File: src/rtl/ghist_ctrl.sv
// ---------------------------------------------------------------------------
// ghist_ctrl -- global-history (gshare) controller for a branch predictor.
//
// The controller keeps a speculative global history that is updated when a
// branch is predicted. It also keeps an architectural history that is
// updated when a branch resolves. Each prediction's PHT read index is saved
// in a checkpoint FIFO so the same PHT entry can be written back at resolve.
// A mispredict rebuilds the speculative history from the architectural one,
// flushes every younger in-flight branch, and stalls prediction for one
// cycle.
//
// Ports
//   clock          in   sole clock, rising edge
//   reset          in   asynchronous, active-low
//   pc[31:0]       in   fetch PC of the branch being predicted
//   pred_valid     in   a branch is predicted this cycle
//   pred_taken     in   predicted direction
//   pred_ready     out  push accepted this cycle
//   rd_idx         out  PHT read index = spec_hist ^ pc[GHB_SIZE+1:2]
//   res_valid      in   the oldest in-flight branch resolves this cycle
//   res_taken      in   actual direction of the resolving branch
//   res_mispredict in   the resolving branch was mispredicted
//   wb_en          out  PHT writeback enable
//   wb_idx         out  PHT writeback index (checkpointed rd_idx of the head)
//   wb_taken       out  PHT writeback direction
//   res_err        out  sticky: a resolve arrived while the FIFO was empty
// ---------------------------------------------------------------------------
module ghist_ctrl #(
    parameter int GHB_SIZE = 8,
    parameter int DEPTH    = 8     // power of two, >= 2
) (
    input  logic                clock,
    input  logic                reset,
    input  logic [31:0]         pc,
    input  logic                pred_valid,
    input  logic                pred_taken,
    output logic                pred_ready,
    output logic [GHB_SIZE-1:0] rd_idx,
    input  logic                res_valid,
    input  logic                res_taken,
    input  logic                res_mispredict,
    output logic                wb_en,
    output logic [GHB_SIZE-1:0] wb_idx,
    output logic                wb_taken,
    output logic                res_err
);

    localparam int PTR_W = $clog2(DEPTH);
    localparam int CNT_W = PTR_W + 1;

    typedef enum logic {
        RUN     = 1'b0,
        RECOVER = 1'b1
    } state_t;

    state_t              state;
    state_t              state_next;

    logic [GHB_SIZE-1:0] spec_hist;
    logic [GHB_SIZE-1:0] arch_hist;
    logic [GHB_SIZE-1:0] fifo [DEPTH];
    logic [PTR_W-1:0]    head;
    logic [PTR_W-1:0]    tail;
    logic [CNT_W-1:0]    count;

    logic                not_empty;
    logic                push;
    logic                pop;
    logic                flush;

    // ---------------- combinational datapath ----------------
    assign not_empty = (count != '0);
    assign pop       = res_valid & not_empty;
    assign flush     = pop & res_mispredict;

    // A resolving mispredict blocks the push so the flushed FIFO cannot be
    // refilled with a wrong-path branch in the same cycle. When the FIFO is
    // full, a same-cycle pop does not free a slot for the push.
    // The reset term holds pred_ready low while reset is asserted.
    assign pred_ready = reset
                      & (state == RUN)
                      & (count < CNT_W'(DEPTH))
                      & ~flush;

    assign push     = pred_valid & pred_ready;
    assign rd_idx   = spec_hist ^ pc[GHB_SIZE+1:2];

    assign wb_en    = pop;
    assign wb_idx   = fifo[head];
    assign wb_taken = res_taken;

    // ---------------- FSM ----------------
    always_ff @(posedge clock or negedge reset) begin
        if (!reset) state <= RUN;
        else        state <= state_next;
    end

    // RECOVER is a one-cycle bubble. A flush can only start from RUN,
    // because the FIFO is always empty while the FSM is in RECOVER.
    always_comb begin
        state_next = state;
        case (state)
            RUN:     if (flush) state_next = RECOVER;
            RECOVER: state_next = RUN;
            default: state_next = RUN;
        endcase
    end

    // ---------------- history, pointers, count ----------------
    // NOTE: sequential state uses non-blocking assignments so every register
    // samples the pre-edge values of the others.
    always_ff @(posedge clock or negedge reset) begin
        if (!reset) begin
            spec_hist <= '0;
            arch_hist <= '0;
            head      <= '0;
            tail      <= '0;
            count     <= '0;
            res_err   <= 1'b0;
        end else begin
            if (res_valid && !not_empty) res_err <= 1'b1;

            if (flush) begin
                // Rebuild the speculative history from the committed history
                // plus the corrected outcome.
                spec_hist <= {arch_hist[GHB_SIZE-2:0], res_taken};
                arch_hist <= {arch_hist[GHB_SIZE-2:0], res_taken};
                head      <= tail;
                count     <= '0;
            end else begin
                if (push) begin
                    tail      <= tail + PTR_W'(1);
                    spec_hist <= {spec_hist[GHB_SIZE-2:0], pred_taken};
                end
                if (pop) begin
                    head      <= head + PTR_W'(1);
                    arch_hist <= {arch_hist[GHB_SIZE-2:0], res_taken};
                end
                count <= count + CNT_W'(push) - CNT_W'(pop);
            end
        end
    end

    // NOTE: the checkpoint storage has no reset. Entries are only read
    // between head and tail, and those pointers are reset.
    always_ff @(posedge clock) begin
        if (push) fifo[tail] <= rd_idx;
    end

endmodule

File: config.mk
export PLATFORM = sky130hd
export DESIGN_NAME = ghist_ctrl
export DESIGN_NICKNAME = d
export VERILOG_FILES = /design/src/rtl/ghist_ctrl.sv
export SDC_FILE = /design/constraint.sdc
export NUM_CORES = 1
export LEC_CHECK = 0
export CORE_ASPECT_RATIO = 0.6
export CORE_MARGIN = 3
export CORE_UTILIZATION = 40
export CTS_BUF_LIST = sky130_fd_sc_hd__clkbuf_4 sky130_fd_sc_hd__clkbuf_8
export CTS_CLUSTER_DIAMETER = 200
export DETAILED_ROUTE_END_ITERATION = 8
export PLACE_DENSITY_LB_ADDON = 0.2
export SYNTH_ARGS = -nofsm -noshare
export SYNTH_HDL_FRONTEND = slang
export SYNTH_SLANG_ARGS = --single-unit
File: constraint.sdc
create_clock -name clock -period 2.4 [get_ports clock]
set_input_delay 0.36 -clock clock [delete_from_list [all_inputs] [get_ports clock]]
set_output_delay 0.36 -clock clock [all_outputs]
set_load 0.02 [all_outputs]
# After elaboration in Yosys (flattened, before gate mapping)
# Memories as Yosys holds them, arrays and structs flattened.
# Index checks and enable logic that the tools add are counted.
dict set report totals {
  ff_bits 27
  ram_bits 64
  inputBits 39
  output_inout_bits 20
  memories 1
}
dict set report classes {
  add_sub_neg 4
  magnitude_cmp 1
  mux 11
  bitwise_logic 9
  reduce_logical 6
}
# name depth word_bits read_ports rd_ports_with_merged_regs wr line_no
set mem_list {}
lappend mem_list {fifo 8 8 1 0 1 61} ;# logic [GHB_SIZE-1:0] fifo [DEPTH];
# op n
set ops {}
lappend ops {{$mux W8} 2}
lappend ops {{$mux W7} 2}
lappend ops {{$xor A8 B8 Y8} 1}
lappend ops {{$add A3 B1 Y3 const B} 2}
lappend ops {{$and A1 B1 Y1} 6}
lappend ops {{$mux W3} 2}
lappend ops {{$add A4 B1 Y4} 1}
lappend ops {{$lt A4 B4 Y1 const B} 1}
lappend ops {{$mux W4} 1}
lappend ops {{$reduce_bool A2 Y1} 2}
lappend ops {{$reduce_bool A4 Y1} 1}
lappend ops {{$sub A4 B1 Y4} 1}
lappend ops {{$mux W1} 3}
lappend ops {{$not A1 Y1} 2}
lappend ops {{$pmux W1 S2} 1}
lappend ops {{$reduce_and A2 Y1} 1}
lappend ops {{$logic_and A1 B1 Y1} 1}
lappend ops {{$logic_not A1 Y1} 1}

# Depth between registers and ports, before layout
dict set report logic_depth {
  depth_word 9
  ltp_mapped 11
  depth_no_buf 11
}

# Worst setup path before layout
# No wires, ideal clock.
dict set report synth_path {
  kind {register to register}
  start {reg count[3]}
  end {reg count[2]}
  arrival_ns 2.322
  required_ns 2.277
  path_slack_ns -0.045
  stages_incl_launch_ff 12
  n_path_buf 0
  synth_period_minus_slack_ns 2.445
  cell_sequence {dfrtp_1 inv_1 ha_1 or3b_1 nand2_2 inv_1 ha_1 inv_1 ha_1 fa_1 xnor2_1 nor2_1}
}
dict set report synth_between {
  elab_chain_len 9
  word_cells_on_any_way 11
}
# element line_no
set synth_rtl {}
lappend synth_rtl {{from (decl)} 64} ;# logic [CNT_W-1:0] count;
lappend synth_rtl {{from (signal assigned)} 139} ;# count <= count + CNT_W'(push) - CNT_W'(pop);
lappend synth_rtl {{$reduce_bool A4 Y1 *} 72} ;# assign not_empty = (count != '0);
lappend synth_rtl {{$and A1 B1 Y1 *} 73} ;# assign pop = res_valid & not_empty;
lappend synth_rtl {{net wb_en} 42} ;# output logic wb_en,
lappend synth_rtl {{$and A1 B1 Y1} 74} ;# assign flush = pop & res_mispredict;
lappend synth_rtl {{$not A1 Y1 (no line)} -}
lappend synth_rtl {{$and A1 B1 Y1} 83} ;# & ~flush;
lappend synth_rtl {{$and A1 B1 Y1} 85} ;# assign push = pred_valid & pred_ready;
lappend synth_rtl {{$add A4 B1 Y4} 139}
lappend synth_rtl {{$sub A4 B1 Y4} 139}
lappend synth_rtl {{$mux W4 *} 123} ;# if (flush) begin
# The timed path passes the listed nets; every way through them passes the cells marked *.
# A chain may end at the register's enable or synchronous reset.

# Worst setup path after layout
dict set report layout_path {
  start {reg count[3]}
  end {reg count[1]}
}
dict set report layout_between {
  elab_chain_len 9
  word_cells_on_any_way 11
}
# element line_no
set layout_rtl {}
lappend layout_rtl {{parallel branches: the longest is 8 deep, another holds $lt A4 B4 Y1} -}
lappend layout_rtl {{$mux W4 *} 123}
# Mark *: on every way between the ends.

==> impl_results.html <==
<table>
<tr><th>Metric</th><th>Value</th></tr>
<tr><th colspan="2">Placement</th></tr>
<tr><td>Setup WS pre-CTS</td><td>-110 ps</td></tr>
<tr><td>Count of port buffers added during placement</td><td>34</td></tr>
<tr><td>Cell area reported after detailed placement</td><td>4720 um2</td></tr>
<tr><td>Gp weighted congestion</td><td>about 0.78</td></tr>
<tr><td>DP Wirelength</td><td>between 5 and 6 mm</td></tr>
<tr><th colspan="2">Setup path</th></tr>
<tr><td>CP arrival</td><td>2550 ps</td></tr>
<tr><td>Worst Path Max Fanout</td><td>3</td></tr>
<tr><td>Worst r2r path cells</td><td>10</td></tr>
<tr><td>Critical setup path kind</td><td>flop to flop</td></tr>
<tr><td>Crit path max-delay cell type</td><td>sky130_fd_sc_hd__fa_2</td></tr>
<tr><td>CP Capture Type</td><td>flop</td></tr>
<tr><td>Worst stage delay on the critical path</td><td>420 ps</td></tr>
<tr><td>Worst Path Required</td><td>roughly 2700 ps</td></tr>
<tr><td>Critical path, cell by cell</td><td>inv_1 -&gt; ha_2 -&gt; or3b_4 -&gt; nand2_4 -&gt; inv_2 -&gt; ha_1 -&gt; inv_1 -&gt; ha_2 -&gt; fa_2 -&gt; nor2b_1</td></tr>
<tr><td>Sort of element at the start of the critical path</td><td>flop</td></tr>
<tr><td>Internal reg-to-reg setup slack</td><td>around 100 ps</td></tr>
<tr><th colspan="2">Timing</th></tr>
<tr><td>Final number of max-transition violations</td><td>0</td></tr>
<tr><td>Final period utilization</td><td>0.957</td></tr>
<tr><td>Final hold vios</td><td>0</td></tr>
<tr><td>Slew HR</td><td>0.563</td></tr>
<tr><td>Final worst setup slack</td><td>104 ps</td></tr>
<tr><td>RSZ-0062 raised after global routing</td><td>yes</td></tr>
<tr><td>Max frequency</td><td>436 MHz</td></tr>
<tr><td>Worst Max-Slew Pin Slew</td><td>655 ps</td></tr>
<tr><td>Final setup violating endpoints</td><td>0</td></tr>
<tr><td>Final min period</td><td>2300 ps</td></tr>
<tr><td>Min Hold Slack</td><td>455 ps</td></tr>
<tr><td>Final setup skew</td><td>roughly 8.6 ps</td></tr>
<tr><th colspan="2">Global routing</th></tr>
<tr><td>Initial antenna violation count</td><td>0</td></tr>
<tr><td>Total congestion overflow after global routing</td><td>0</td></tr>
<tr><td>Global-route wire length before repair</td><td>12.7 mm</td></tr>
<tr><td>GRT Overall Usage</td><td>0.155</td></tr>
<tr><td>Largest net degree at the start of global routing</td><td>28</td></tr>
<tr><td>Vias in the first global route</td><td>2,190</td></tr>
<tr><th colspan="2">Floorplanning</th></tr>
<tr><td># rows</td><td>27</td></tr>
<tr><td>Y dimension of the die</td><td>83.2 um</td></tr>
<tr><td>Core footprint</td><td>9430 um2</td></tr>
<tr><td>Effective utilization at floorplan</td><td>0.422</td></tr>
<tr><td>Number of top-level pins</td><td>59</td></tr>
<tr><td>Die Footprint</td><td>11,200 um2</td></tr>
<tr><td>Die outline width</td><td>roughly 130 um</td></tr>
<tr><th colspan="2">Synthesis</th></tr>
<tr><td>Gate count of the mapped netlist</td><td>223</td></tr>
<tr><td>Distinct cell type count of the synthesized netlist</td><td>40</td></tr>
<tr><td>Post-synthesis cell area</td><td>3980 um2</td></tr>
<tr><td>Yosys synthesis warning count</td><td>0</td></tr>
<tr><td>Number of enable-type register cells in the synthesized netlist</td><td>between 60 and 70</td></tr>
<tr><td>Average footprint of a synthesized cell</td><td>17.8 um2</td></tr>
<tr><td>Most frequent cells after synthesis</td><td>64 x sky130_fd_sc_hd__edfxtp_1, 27 x sky130_fd_sc_hd__dfrtp_1, 23 x sky130_fd_sc_hd__mux2_2</td></tr>
<tr><td>Fraction of post-synthesis cell area in the top cell type by area</td><td>0.483</td></tr>
<tr><td>Top_reg_cell synth</td><td>sky130_fd_sc_hd__edfxtp_1</td></tr>
<tr><td>Net count after synthesis</td><td>270</td></tr>
<tr><td>Sequential fraction of the synthesis area</td><td>0.653</td></tr>
<tr><td>Register bit count reported by yosys</td><td>about 90</td></tr>
<tr><td>Cell type with the highest aggregate area in the netlist</td><td>sky130_fd_sc_hd__edfxtp_1</td></tr>
<tr><td>Most numerous cell in the Yosys netlist</td><td>sky130_fd_sc_hd__edfxtp_1</td></tr>
<tr><td>Biggest area contributors in the synthesized netlist</td><td>sky130_fd_sc_hd__edfxtp_1 48%, sky130_fd_sc_hd__dfrtp_1 17%, sky130_fd_sc_hd__mux2_2 6.5%</td></tr>
<tr><td>Async set-or-reset flop fraction in the synthesized netlist</td><td>0.297</td></tr>
<tr><th colspan="2">Drt</th></tr>
<tr><td>DRT iter0 DRCs</td><td>roughly 240</td></tr>
<tr><td>Number of design rule violations left after detail routing</td><td>0</td></tr>
<tr><td>Number of nets with antenna violations after routing</td><td>0</td></tr>
<tr><td>Vias per cell</td><td>between 4 and 5</td></tr>
<tr><td>First drt pass iteration count</td><td>4</td></tr>
<tr><td>Average detailed-routed wire length per instance</td><td>between 15 and 20 um</td></tr>
<tr><td>Vias</td><td>2,135</td></tr>
<tr><td>Routed wire length</td><td>7.90 mm</td></tr>
<tr><th colspan="2">Outcome</th></tr>
<tr><td>Outcome</td><td>complete, no violations</td></tr>
<tr><th colspan="2">CTS</th></tr>
<tr><td>CTS root buffer</td><td>sky130_fd_sc_hd__clkbuf_8</td></tr>
<tr><td>Sink Count</td><td>91</td></tr>
<tr><td>CTS tree</td><td>yes</td></tr>
<tr><td>Clock network latency to the later pin of the worst-skew pair</td><td>360 ps</td></tr>
<tr><td>Deepest clock path buffer count</td><td>2</td></tr>
<tr><td>Worst-path clk slew</td><td>90 ps</td></tr>
<tr><td>Total clock buffers created by CTS</td><td>9</td></tr>
<tr><td>H-tree depth reported by CTS</td><td>3</td></tr>
<tr><td>Cts hold-fix bufs</td><td>0</td></tr>
<tr><th colspan="2">Power and ir drop</th></tr>
<tr><td>Lkg Pwr</td><td>1.84 nW</td></tr>
<tr><td>Areal power density over the cells</td><td>roughly 1200 nW/um2</td></tr>
<tr><td>IR drop worst, VDD</td><td>0.524 mV</td></tr>
<tr><th colspan="2">Cells and area</th></tr>
<tr><td>Fraction of final layout cells sized beyond drive strength 1</td><td>0.391</td></tr>
<tr><td>N_diodes</td><td>0</td></tr>
<tr><td>Area growth from synthesis to final layout</td><td>23.2%</td></tr>
<tr><td>Number of nets in the layout</td><td>341</td></tr>
<tr><td>Post-route cell area</td><td>4900 um2</td></tr>
<tr><td>Finished Core Util</td><td>0.520</td></tr>
<tr><th colspan="2">Worst hold path</th></tr>
<tr><td>Hold depth</td><td>1</td></tr>
<tr><td>Hold Path Class</td><td>flop to flop</td></tr>
<tr><th colspan="2">Run</th></tr>
<tr><td>Max-cap violations</td><td>0</td></tr>
</table>
[routing by layer]
layer | vias up | wire length [um] | track usage
met4 | 0 | 61 | 0.0388
li1 | 1001 | - | -
met3 | 4 | 456 | 0.0490
met5 | - | 0 | 0
met1 | 1064 | 3980 | 0.235
met2 | 66 | 3400 | 0.214
[power by group]
group	switching, mW	internal, mW
clock	0.539	0.480
sequential	0.277	2.14
combinational	1.14	1.40
[layout by cell type, fill, tap and decap left out, types with 2 or more instances in the layout]
| cell | Yosys | routed |
|---|---|---|
| sky130_fd_sc_hd__xnor2_1 | 3 | 3 |
| sky130_fd_sc_hd__ha_2 | 0 | 2 |
| sky130_fd_sc_hd__mux2i_1 | 2 | 2 |
| sky130_fd_sc_hd__nor3b_1 | 2 | 2 |
| sky130_fd_sc_hd__mux2_1 | 2 | 2 |
| sky130_fd_sc_hd__dlygate4sd2_1 | 0 | 2 |
| sky130_fd_sc_hd__ha_1 | 7 | 5 |
| sky130_fd_sc_hd__nand2_1 | 4 | 4 |
| sky130_fd_sc_hd__mux2_4 | 8 | 8 |
| sky130_fd_sc_hd__edfxtp_1 | 64 | 64 |
| sky130_fd_sc_hd__inv_6 | 0 | 2 |
| sky130_fd_sc_hd__nor3_1 | 5 | 5 |
| sky130_fd_sc_hd__inv_1 | 8 | 7 |
| sky130_fd_sc_hd__buf_12 | 1 | 3 |
| sky130_fd_sc_hd__nor2_1 | 5 | 5 |
| sky130_fd_sc_hd__mux2_2 | 23 | 23 |
| sky130_fd_sc_hd__o21ai_0 | 6 | 6 |
| sky130_fd_sc_hd__xor2_1 | 8 | 8 |
| sky130_fd_sc_hd__dfrtp_1 | 27 | 27 |
| sky130_fd_sc_hd__a21o_1 | 2 | 2 |
| sky130_fd_sc_hd__mux4_2 | 8 | 16 |
| sky130_fd_sc_hd__nor4_2 | 0 | 2 |
| sky130_fd_sc_hd__nand3_1 | 2 | 2 |
| sky130_fd_sc_hd__buf_4 | 2 | 37 |
| sky130_fd_sc_hd__clkbuf_8 | 0 | 9 |
| sky130_fd_sc_hd__clkinv_2 | 0 | 3 |
| sky130_fd_sc_hd__nor2b_1 | 2 | 2 |
| sky130_fd_sc_hd__buf_2 | 3 | 5 |
| sky130_fd_sc_hd__clkdlybuf4s50_1 | 0 | 24 |
[worst paths after layout]
kind | from | to
setup / recovery | count[3] | count[1]
hold reg to reg | state | state
min in group asynchronous | reset | arch_hist[3]
setup reg to reg | count[3] | count[1]
max in group asynchronous | reset | tail[1]
hold / removal | state | state
[area by class of cell]
class                      instances  area [um2]
fill                             784        4530
sequential                        91        2600
multi-input combinational        112        1270
timing repair buffer              72         646
tap                              130         163
clock buffer                       9         124
clock inverter                     7        66.3
inverter                           8        30.0
[state kept, by name (all words and copies together), names as in the netlist]
register,count
arch_hist,7
count,4
fifo,64
head,3
res_err,1
spec_hist,8
state,1
tail,3
[critical path: cells and delay by family, from the launching register on]
family	cells	cell delay, ps
DFF	1	400
buffers and inverters	3	160
and+or+nand+nor	3	590
adders and majority gates	4	1050
[repair_timing]
| item | 4_1_cts | 5_1_grt |
|---|---|---|
| pin swaps | 0 | 1 |
| gates resized for setup | 37 | 13 |
| setup buffers | 2 | 0 |
| gates cloned | 0 | 1 |
| endpoints found under the setup margin | 10 | 12 |
[cell families (layout without fill, tap and decap cells)]
group,count (synthesis),in the layout,synth area share
flip-flops,91,91,0.653
multiplexers,51,51,0.204
AND/OR/NAND/NOR,28,28,0.0412
buffers and inverters,20,96,0.0280
AO/OA/AOI/OAI,14,14,0.0220
XOR/XNOR,11,11,0.0242
adder cells (fa/ha/maj),8,8,0.0271
[stage by stage]
stage | cells | power, mW | TNS [ps]
2_1_floorplan | 223 | 3.97 | 0
6_report | 429 | 5.97 | 0
3_5_place_dp | 410 | 4.98 | -761
3_3_place_gp | 410 | 4.92 | -532
4_1_cts | 428 | 6.00 | -41.7
5_1_grt | 429 | 6.38 | -72.3
(Power assumes the default switching activity.)
